--- src/rtl/memory_access_pkg.sv ---
// Shared types for the memory stage: bus bundles, stage bundles, FSM states.
// Helpers: strobe_of (byte-lane mask), isMisaligned (used with MEM_MISALIGN_EN).
package memory_access_pkg;

    localparam int XLEN   = 64;
    localparam int STRB_W = XLEN / 8;

    localparam logic [5:0] CAUSE_LOAD_MISALIGN  = 6'd4;
    localparam logic [5:0] CAUSE_STORE_MISALIGN = 6'd6;

    typedef enum logic [1:0] {
        MS_IDLE,
        MS_WAIT,
        MS_DONE
    } mem_state_t;

    typedef enum logic [1:0] {
        MSIZE1 = 2'd0,
        MSIZE2 = 2'd1,
        MSIZE4 = 2'd2,
        MSIZE8 = 2'd3
    } msize_t;

    typedef struct packed {
        logic            error;
        logic [5:0]      cause;
        logic [XLEN-1:0] mtval;
    } csr_t;

    typedef struct packed {
        logic            valid;
        logic [XLEN-1:0] pc;
        logic [31:0]     raw_instr;
        logic [XLEN-1:0] aluout;
        logic            memread;
        logic            memwrite;
        msize_t          msize;
        logic            memsign;
        logic [XLEN-1:0] wdata;
        logic [4:0]      dst;
        logic            regwrite;
        logic            memtoreg;
        csr_t            csr;
        logic            skip;
    } execute_data_t;

    typedef struct packed {
        logic            valid;
        logic [XLEN-1:0] pc;
        logic [31:0]     raw_instr;
        logic [XLEN-1:0] aluout;
        logic [XLEN-1:0] readdata;
        logic [4:0]      dst;
        logic            regwrite;
        logic            memtoreg;
        csr_t            csr;
        logic            skip;
    } memory_data_t;

    typedef struct packed {
        logic              valid;
        logic [XLEN-1:0]   addr;
        msize_t            size;
        logic [STRB_W-1:0] strobe;
        logic [XLEN-1:0]   data;
    } dbus_req_t;

    typedef struct packed {
        logic            addr_ok;
        logic            data_ok;
        logic [XLEN-1:0] data;
    } dbus_resp_t;

    function automatic logic [STRB_W-1:0] strobe_of(msize_t sz, logic [2:0] off);
        logic [STRB_W-1:0] mask;
        unique case (sz)
            MSIZE1:  mask = 8'h01;
            MSIZE2:  mask = 8'h03;
            MSIZE4:  mask = 8'h0F;
            default: mask = 8'hFF;
        endcase
        return mask << off;
    endfunction

    function automatic logic isMisaligned(msize_t sz, logic [2:0] off);
        unique case (sz)
            MSIZE1:  return 1'b0;
            MSIZE2:  return off[0];
            MSIZE4:  return |off[1:0];
            default: return |off;
        endcase
    endfunction

endpackage

--- src/rtl/memory_access_load.sv ---
// load_extend: picks the addressed bytes out of a 64-bit bus word and
// sign/zero-extends them. Ports: data, offset (addr[2:0]), msize, memsign -> readdata.
module load_extend
    import memory_access_pkg::*;
(
    input  logic [XLEN-1:0] data,
    input  logic [2:0]      offset,
    input  msize_t          msize,
    input  logic            memsign,
    output logic [XLEN-1:0] readdata
);

    logic [XLEN-1:0] shifted;

    assign shifted = data >> {offset, 3'b000};

    always_comb begin
        unique case (msize)
            MSIZE1:  readdata = {{56{memsign & shifted[7]}}, shifted[7:0]};
            MSIZE2:  readdata = {{48{memsign & shifted[15]}}, shifted[15:0]};
            MSIZE4:  readdata = {{32{memsign & shifted[31]}}, shifted[31:0]};
            default: readdata = shifted;
        endcase
    end

endmodule

--- src/rtl/memory_access.sv ---
// memory_access: MEM stage; issues loads/stores on dbus, stalls while waiting.
// Ports: clk, reset, dataE, flush, freeze, dreq, dresp, dataM, stallM. Option: MEM_MISALIGN_EN.
module memory_access
    import memory_access_pkg::*;
(
    input  logic          clk,
    input  logic          reset,
    input  execute_data_t dataE,
    input  logic          flush,
    input  logic          freeze,
    output dbus_req_t     dreq,
    input  dbus_resp_t    dresp,
    output memory_data_t  dataM,
    output logic          stallM
);

    mem_state_t      state;
    dbus_req_t       reqQ;
    logic [XLEN-1:0] capQ;
    logic            killQ;

    dbus_req_t       reqNew;
    logic            memAcc;
    logic            misalign;
    logic            memop;
    logic            kill;
    logic [XLEN-1:0] rawData;
    logic [XLEN-1:0] loadData;
    logic            unusedBus;

    assign unusedBus = dresp.addr_ok;
    assign memAcc = dataE.valid & (dataE.memread | dataE.memwrite);

`ifdef MEM_MISALIGN_EN
    assign misalign = memAcc & isMisaligned(dataE.msize, dataE.aluout[2:0]);
`else
    assign misalign = 1'b0;
`endif

    assign memop = memAcc & ~misalign;

    always_comb begin
        reqNew       = '0;
        reqNew.valid = 1'b1;
        reqNew.addr  = dataE.aluout;
        reqNew.size  = dataE.msize;
        if (dataE.memwrite) begin
            reqNew.strobe = strobe_of(dataE.msize, dataE.aluout[2:0]);
            reqNew.data   = dataE.wdata << {dataE.aluout[2:0], 3'b000};
        end
    end

    // WAIT drives the latched request so the bus sees it stable
    // even if the killed instruction's dataE changes underneath.
    always_comb begin
        dreq    = '0;
        stallM  = 1'b0;
        kill    = flush;
        rawData = dresp.data;
        unique case (state)
            MS_IDLE: begin
                if (memop && !flush) begin
                    dreq   = reqNew;
                    stallM = ~dresp.data_ok;
                end
            end
            MS_WAIT: begin
                dreq   = reqQ;
                stallM = ~dresp.data_ok;
                kill   = flush | killQ;
            end
            default: rawData = capQ;
        endcase
        if (reset) begin
            dreq   = '0;
            stallM = 1'b0;
        end
    end

    load_extend uLoad (
        .data     (rawData),
        .offset   (dataE.aluout[2:0]),
        .msize    (dataE.msize),
        .memsign  (dataE.memsign),
        .readdata (loadData)
    );

    always_comb begin
        dataM.valid     = dataE.valid & ~stallM & ~kill & ~reset;
        dataM.pc        = dataE.pc;
        dataM.raw_instr = dataE.raw_instr;
        dataM.aluout    = dataE.aluout;
        dataM.readdata  = loadData;
        dataM.dst       = dataE.dst;
        dataM.regwrite  = dataE.regwrite;
        dataM.memtoreg  = dataE.memtoreg;
        dataM.csr       = dataE.csr;
        dataM.skip      = dataE.skip;
        if (misalign) begin
            dataM.csr.error = 1'b1;
            dataM.csr.cause = dataE.memwrite ? CAUSE_STORE_MISALIGN
                                             : CAUSE_LOAD_MISALIGN;
            dataM.csr.mtval = dataE.aluout;
        end
    end

    always_ff @(posedge clk) begin
        if (reset) begin
            state <= MS_IDLE;
            reqQ  <= '0;
            capQ  <= '0;
            killQ <= 1'b0;
        end else begin
            unique case (state)
                MS_IDLE: begin
                    if (memop && !flush) begin
                        if (dresp.data_ok) begin
                            capQ <= dresp.data;
                            if (freeze) state <= MS_DONE;
                        end else begin
                            reqQ  <= reqNew;
                            killQ <= 1'b0;
                            state <= MS_WAIT;
                        end
                    end
                end
                MS_WAIT: begin
                    if (flush) killQ <= 1'b1;
                    if (dresp.data_ok) begin
                        capQ  <= dresp.data;
                        killQ <= 1'b0;
                        state <= (freeze && !flush && !killQ) ? MS_DONE : MS_IDLE;
                    end
                end
                MS_DONE: begin
                    if (flush || !freeze) state <= MS_IDLE;
                end
                default: state <= MS_IDLE;
            endcase
        end
    end

endmodule

--- config.mk ---
export PLATFORM = sky130hd
export DESIGN_NAME = memory_access
export DESIGN_NICKNAME = d
export VERILOG_FILES = /design/src/rtl/memory_access_pkg.sv /design/src/rtl/memory_access_load.sv /design/src/rtl/memory_access.sv
export SDC_FILE = /design/constraint.sdc
export NUM_CORES = 1
export LEC_CHECK = 0
export ABC_AREA = 1
export BUFFER_PORTS_ARGS = -buffer_cell sky130_fd_sc_hd__buf_2
export CORE_AREA = 2 2 325 327
export DETAILED_ROUTE_END_ITERATION = 7
export DIE_AREA = 0 0 327 329
export PLACE_DENSITY_LB_ADDON = 0.05
export SYNTH_ARGS = -nofsm -noshare
export SYNTH_HDL_FRONTEND = slang
export SYNTH_SLANG_ARGS = --single-unit
--- constraint.sdc ---
create_clock -name clk -period 2.3 [get_ports clk]
set_input_delay 0.115 -clock clk [delete_from_list [all_inputs] [get_ports clk]]
set_output_delay 0.115 -clock clk [all_outputs]
set_load 0.005 [all_outputs]
==> metrics.cfg <==
[grt]
busiest_layer = met2
grt_max_degree = 84
grt_use_met3 = 0.0397
use_met1 = 0.206
grt_pass1_wl_um = 136000
grt_use_total = 0.171
grt_pass1_vias = 18800
grt-ovfl-total = 0
use_met2 = 0.308
antenna_found_initial = 19

[power_and_ir_drop]
p_per_area_nw_per_um2 = 544
ir_worst_vdd_uv = 524
leakagePower_uw = 0.00992

[cts]
cts_tree = done
htreeDepth = 1
path_clk_slew_ps = 60
cts_buffers = 31
clk_path_buf_depth = 3
clock_latency_ps = 610
cts_root_buffer = clkbuf_16
cts_num_sinks = 206

[setup_path]
crit_required_ps = 2180
startpoint = state[1]$_SDFFE_PP0P_
rr_startpoint = state[1]$_SDFFE_PP0P_
ff2ff_path_depth = 11
critPathCaptureType = output port
worstPathArrival_ps = 2430
r2r_slack_ps = 150
r2r-end = killQ$_SDFFE_PP0P_
start_kind = flip-flop
cp_max_fo = 21
criticalPathCategory = reg -> out
crit_end = dreq[75]

[timing]
rsz0062_at_grt = true
worstMarginPinSlew_ps = 616
fin_crit_sh = 1.11
skew_ps = 12.0
worst_slack_ps = -245
timing.fmax_ghz = 0.393
drv_slew = 0
setup_viol = 199
tns_ps = -23930
hold_viol_final = 0
slew-limit-headroom = 0.589
min_period_ps = 2540

[logic_synthesis]
ys_types = 35
synth_seq_cells = 206
yosysTopAreaCell = dfxtp_1
synth.cell_area_um2 = 15800
synth_ff_type = dfxtp_1
ys_seq_area_frac = 0.261
synth_warnings = 0
synth.avg_cell_area_um2 = 6.02
synth_top_area_share = 0.261
syn_inst = 2628
netlist_top_cells_area = dfxtp_1, nand2_1, buf_4, nor2_1, o21ai_0
synth_async_sr_flop_share = 0
synth_edf_count = 0
syn_nets = 3007

[flow_run]
maxCapViolCount = 0

[cells_and_area]
drive_above_1_share = 0.284
fin_nets = 3381
fin_util = 0.215
syn_to_final_growth_pct = 42.1

[floorplanning]
start_util = 0.152
die_area_um2 = 108000
io-pin-count = 823
die_w_um = 327
core_um2 = 104000
die_y_um = 329
num_rows = 119

[placement]
place_congestion = 0.810
hpwl_um = 71000
portBuffers = 471

[detailed_routing]
avgRoutedWirePerCell_um = 22.4
drt_wl_total_um = 98700
vias = 19100
antenna_left = 0
drt_iter0_drc = 1078
drc = 0
vias_per_cell = 4.33
dr.pass1.iters = 5

[outcome]
violations = negative setup slack
status = finished with violations

[worst_hold_path]
worstHoldPathCells = 3
hold_class = in -> reg

==> critical path: stages (launching register included) <==
cell and delay (ps):
dfxtp_4 400, buf_16 180, nor2_4 140, inv_2 60, nor2_4 150, buf_12 180, buf_4 160, a22oi_1 80
nor2_2 280, buf_2 190
==> layout make-up <==
| cell class | count | area [um2] |
|---|---|---|
| Clock inverter | 12 | 160 |
| Clock buffer | 43 | 901 |
| Multi-Input combinational cell | 1857 | 9120 |
| Tap cell | 1391 | 1740 |
| Timing Repair inverter | 1 | 6.26 |
| Timing Repair Buffer | 787 | 5950 |
| Inverter | 118 | 459 |
| Fill cell | 12000 | 81900 |
| Antenna cell | 2 | 5.00 |
| Sequential cell | 206 | 4130 |
==> synth_stat cells, types with 3 or more instances <==
cell type / number
o21bai_1: 4
a31oi_1: 5
a21boi_0: 4
a211oi_2: 3
a21oi_1: 156
a22oi_1: 102
dfxtp_1: 206
inv_1: 107
o21ai_1: 18
buf_4: 258
o211ai_1: 16
nor2_2: 5
buf_1: 11
nor2_1: 409
a211oi_1: 5
nand3_1: 221
inv_2: 9
or2_0: 6
nand4_1: 42
nand2_1: 604
or2_2: 9
clkbuf_1: 85
buf_2: 93
o21ai_0: 236
==> worst min path at each step <==
stage,from,endpoint,slack (ps)
2_1_floorplan,dataE[146],reqQ[70]$_SDFFE_PP0P_,270
3_3_place_gp,dataE[17],dataM[17],230
3_5_place_dp,dataE[17],dataM[17],230
4_1_cts,dataE[129],reqQ[50]$_SDFFE_PP0P_,2
5_1_grt,dataE[144],reqQ[72]$_SDFFE_PP0P_,50
6_report,dataE[144],reqQ[72]$_SDFFE_PP0P_,40
==> power breakdown <==
| group | internal [uW] | switching, uW |
|---|---|---|
| Clock | 3140 | 2040 |
| Combinational | 1260 | 1990 |
| Sequential | 3730 | 82.0 |
==> through the flow <==
| stage | cells | worst slack, ps | power, uW | hold slack (ps) | area (um2) |
|---|---|---|---|---|---|
| after floorplan | 2628 | 763 | 5560 | 273 | 15800 |
| after global placement | 4178 | 86.9 | 6710 | 230 | 18600 |
| after detailed placement | 4178 | 76.8 | 6710 | 230 | 18600 |
| after CTS | 4388 | -309 | 12400 | 2.47 | 21700 |
| after global routing | 4416 | -381 | 12900 | 48.0 | 22500 |
| final | 4417 | -245 | 12200 | 42.8 | 22500 |
==> registers in the layout (all words and copies together), names as in the netlist <==
signal  flops
capQ       64
killQ       1
reqQ      139
state       2
==> routing by layer <==
metal  vias to the layer above  wire length (um)  part of all wire
li1                       9155                 -                 -
met1                      9293             41600              0.42
met2                       511             49700              0.50
met3                       137              5300             0.054
met4                        24              1990             0.020
met5                         -               149            0.0015
==> repair_timing <==
action	in CTS	in global routing
endpoints found under the setup margin	204	204
endpoints found under the hold margin	140	0
setup buffers	5	18
gates cloned	5	9
gates resized for setup	133	111
pin swaps	7	8
hold buffers	145	0
==> cell families after synthesis <==
| logic type | count (synthesis) | share of synthesized area |
|---|---|---|
| buf+inv | 565 | 0.203 |
| mux | 1 | 0.000633 |
| flops | 206 | 0.261 |
| simple gates | 1305 | 0.339 |
| compound gates | 551 | 0.197 |
==> placed cells by master, fill, tap and decap left out, types with 3 or more instances in the layout <==
cell type      Yosys  layout
a22oi_2            0      10
inv_2              9       7
or2_0              6       6
nor2_2             5       5
buf_4            258     124
a31oi_1            5       3
clkbuf_1          85       4
a21oi_2            0      33
inv_1            107     105
o21bai_1           4       4
nor2_4             0       5
nor2_1           409     404
a21oi_4            0       5
nand2_8            0       3
o21ai_0          236     218
or2_2              9       9
o21ai_2            0      13
buf_16             0       8
nand2_4            0       5
o211ai_1          16      16
buf_2             93     451
dlygate4sd3_1      0     145
nand3_2            1      17
a21oi_1          156     118
clkinv_2           0       9
nand2_2            2      37
a211oi_1           5       5
bufinv_16          0       4
dfxtp_1          206     205
o21ai_1           18      23
buf_6              0      14
clkbuf_8           0       8
clkbuf_16          0      40
a22oi_1          102      92
nand3_1          221     203
buf_12             0      34
nand2_1          604     561
nand4_1           42      42
a21boi_2           0       3
a211oi_2           3       3
Note: power is estimated with default switching activity, not from simulation.
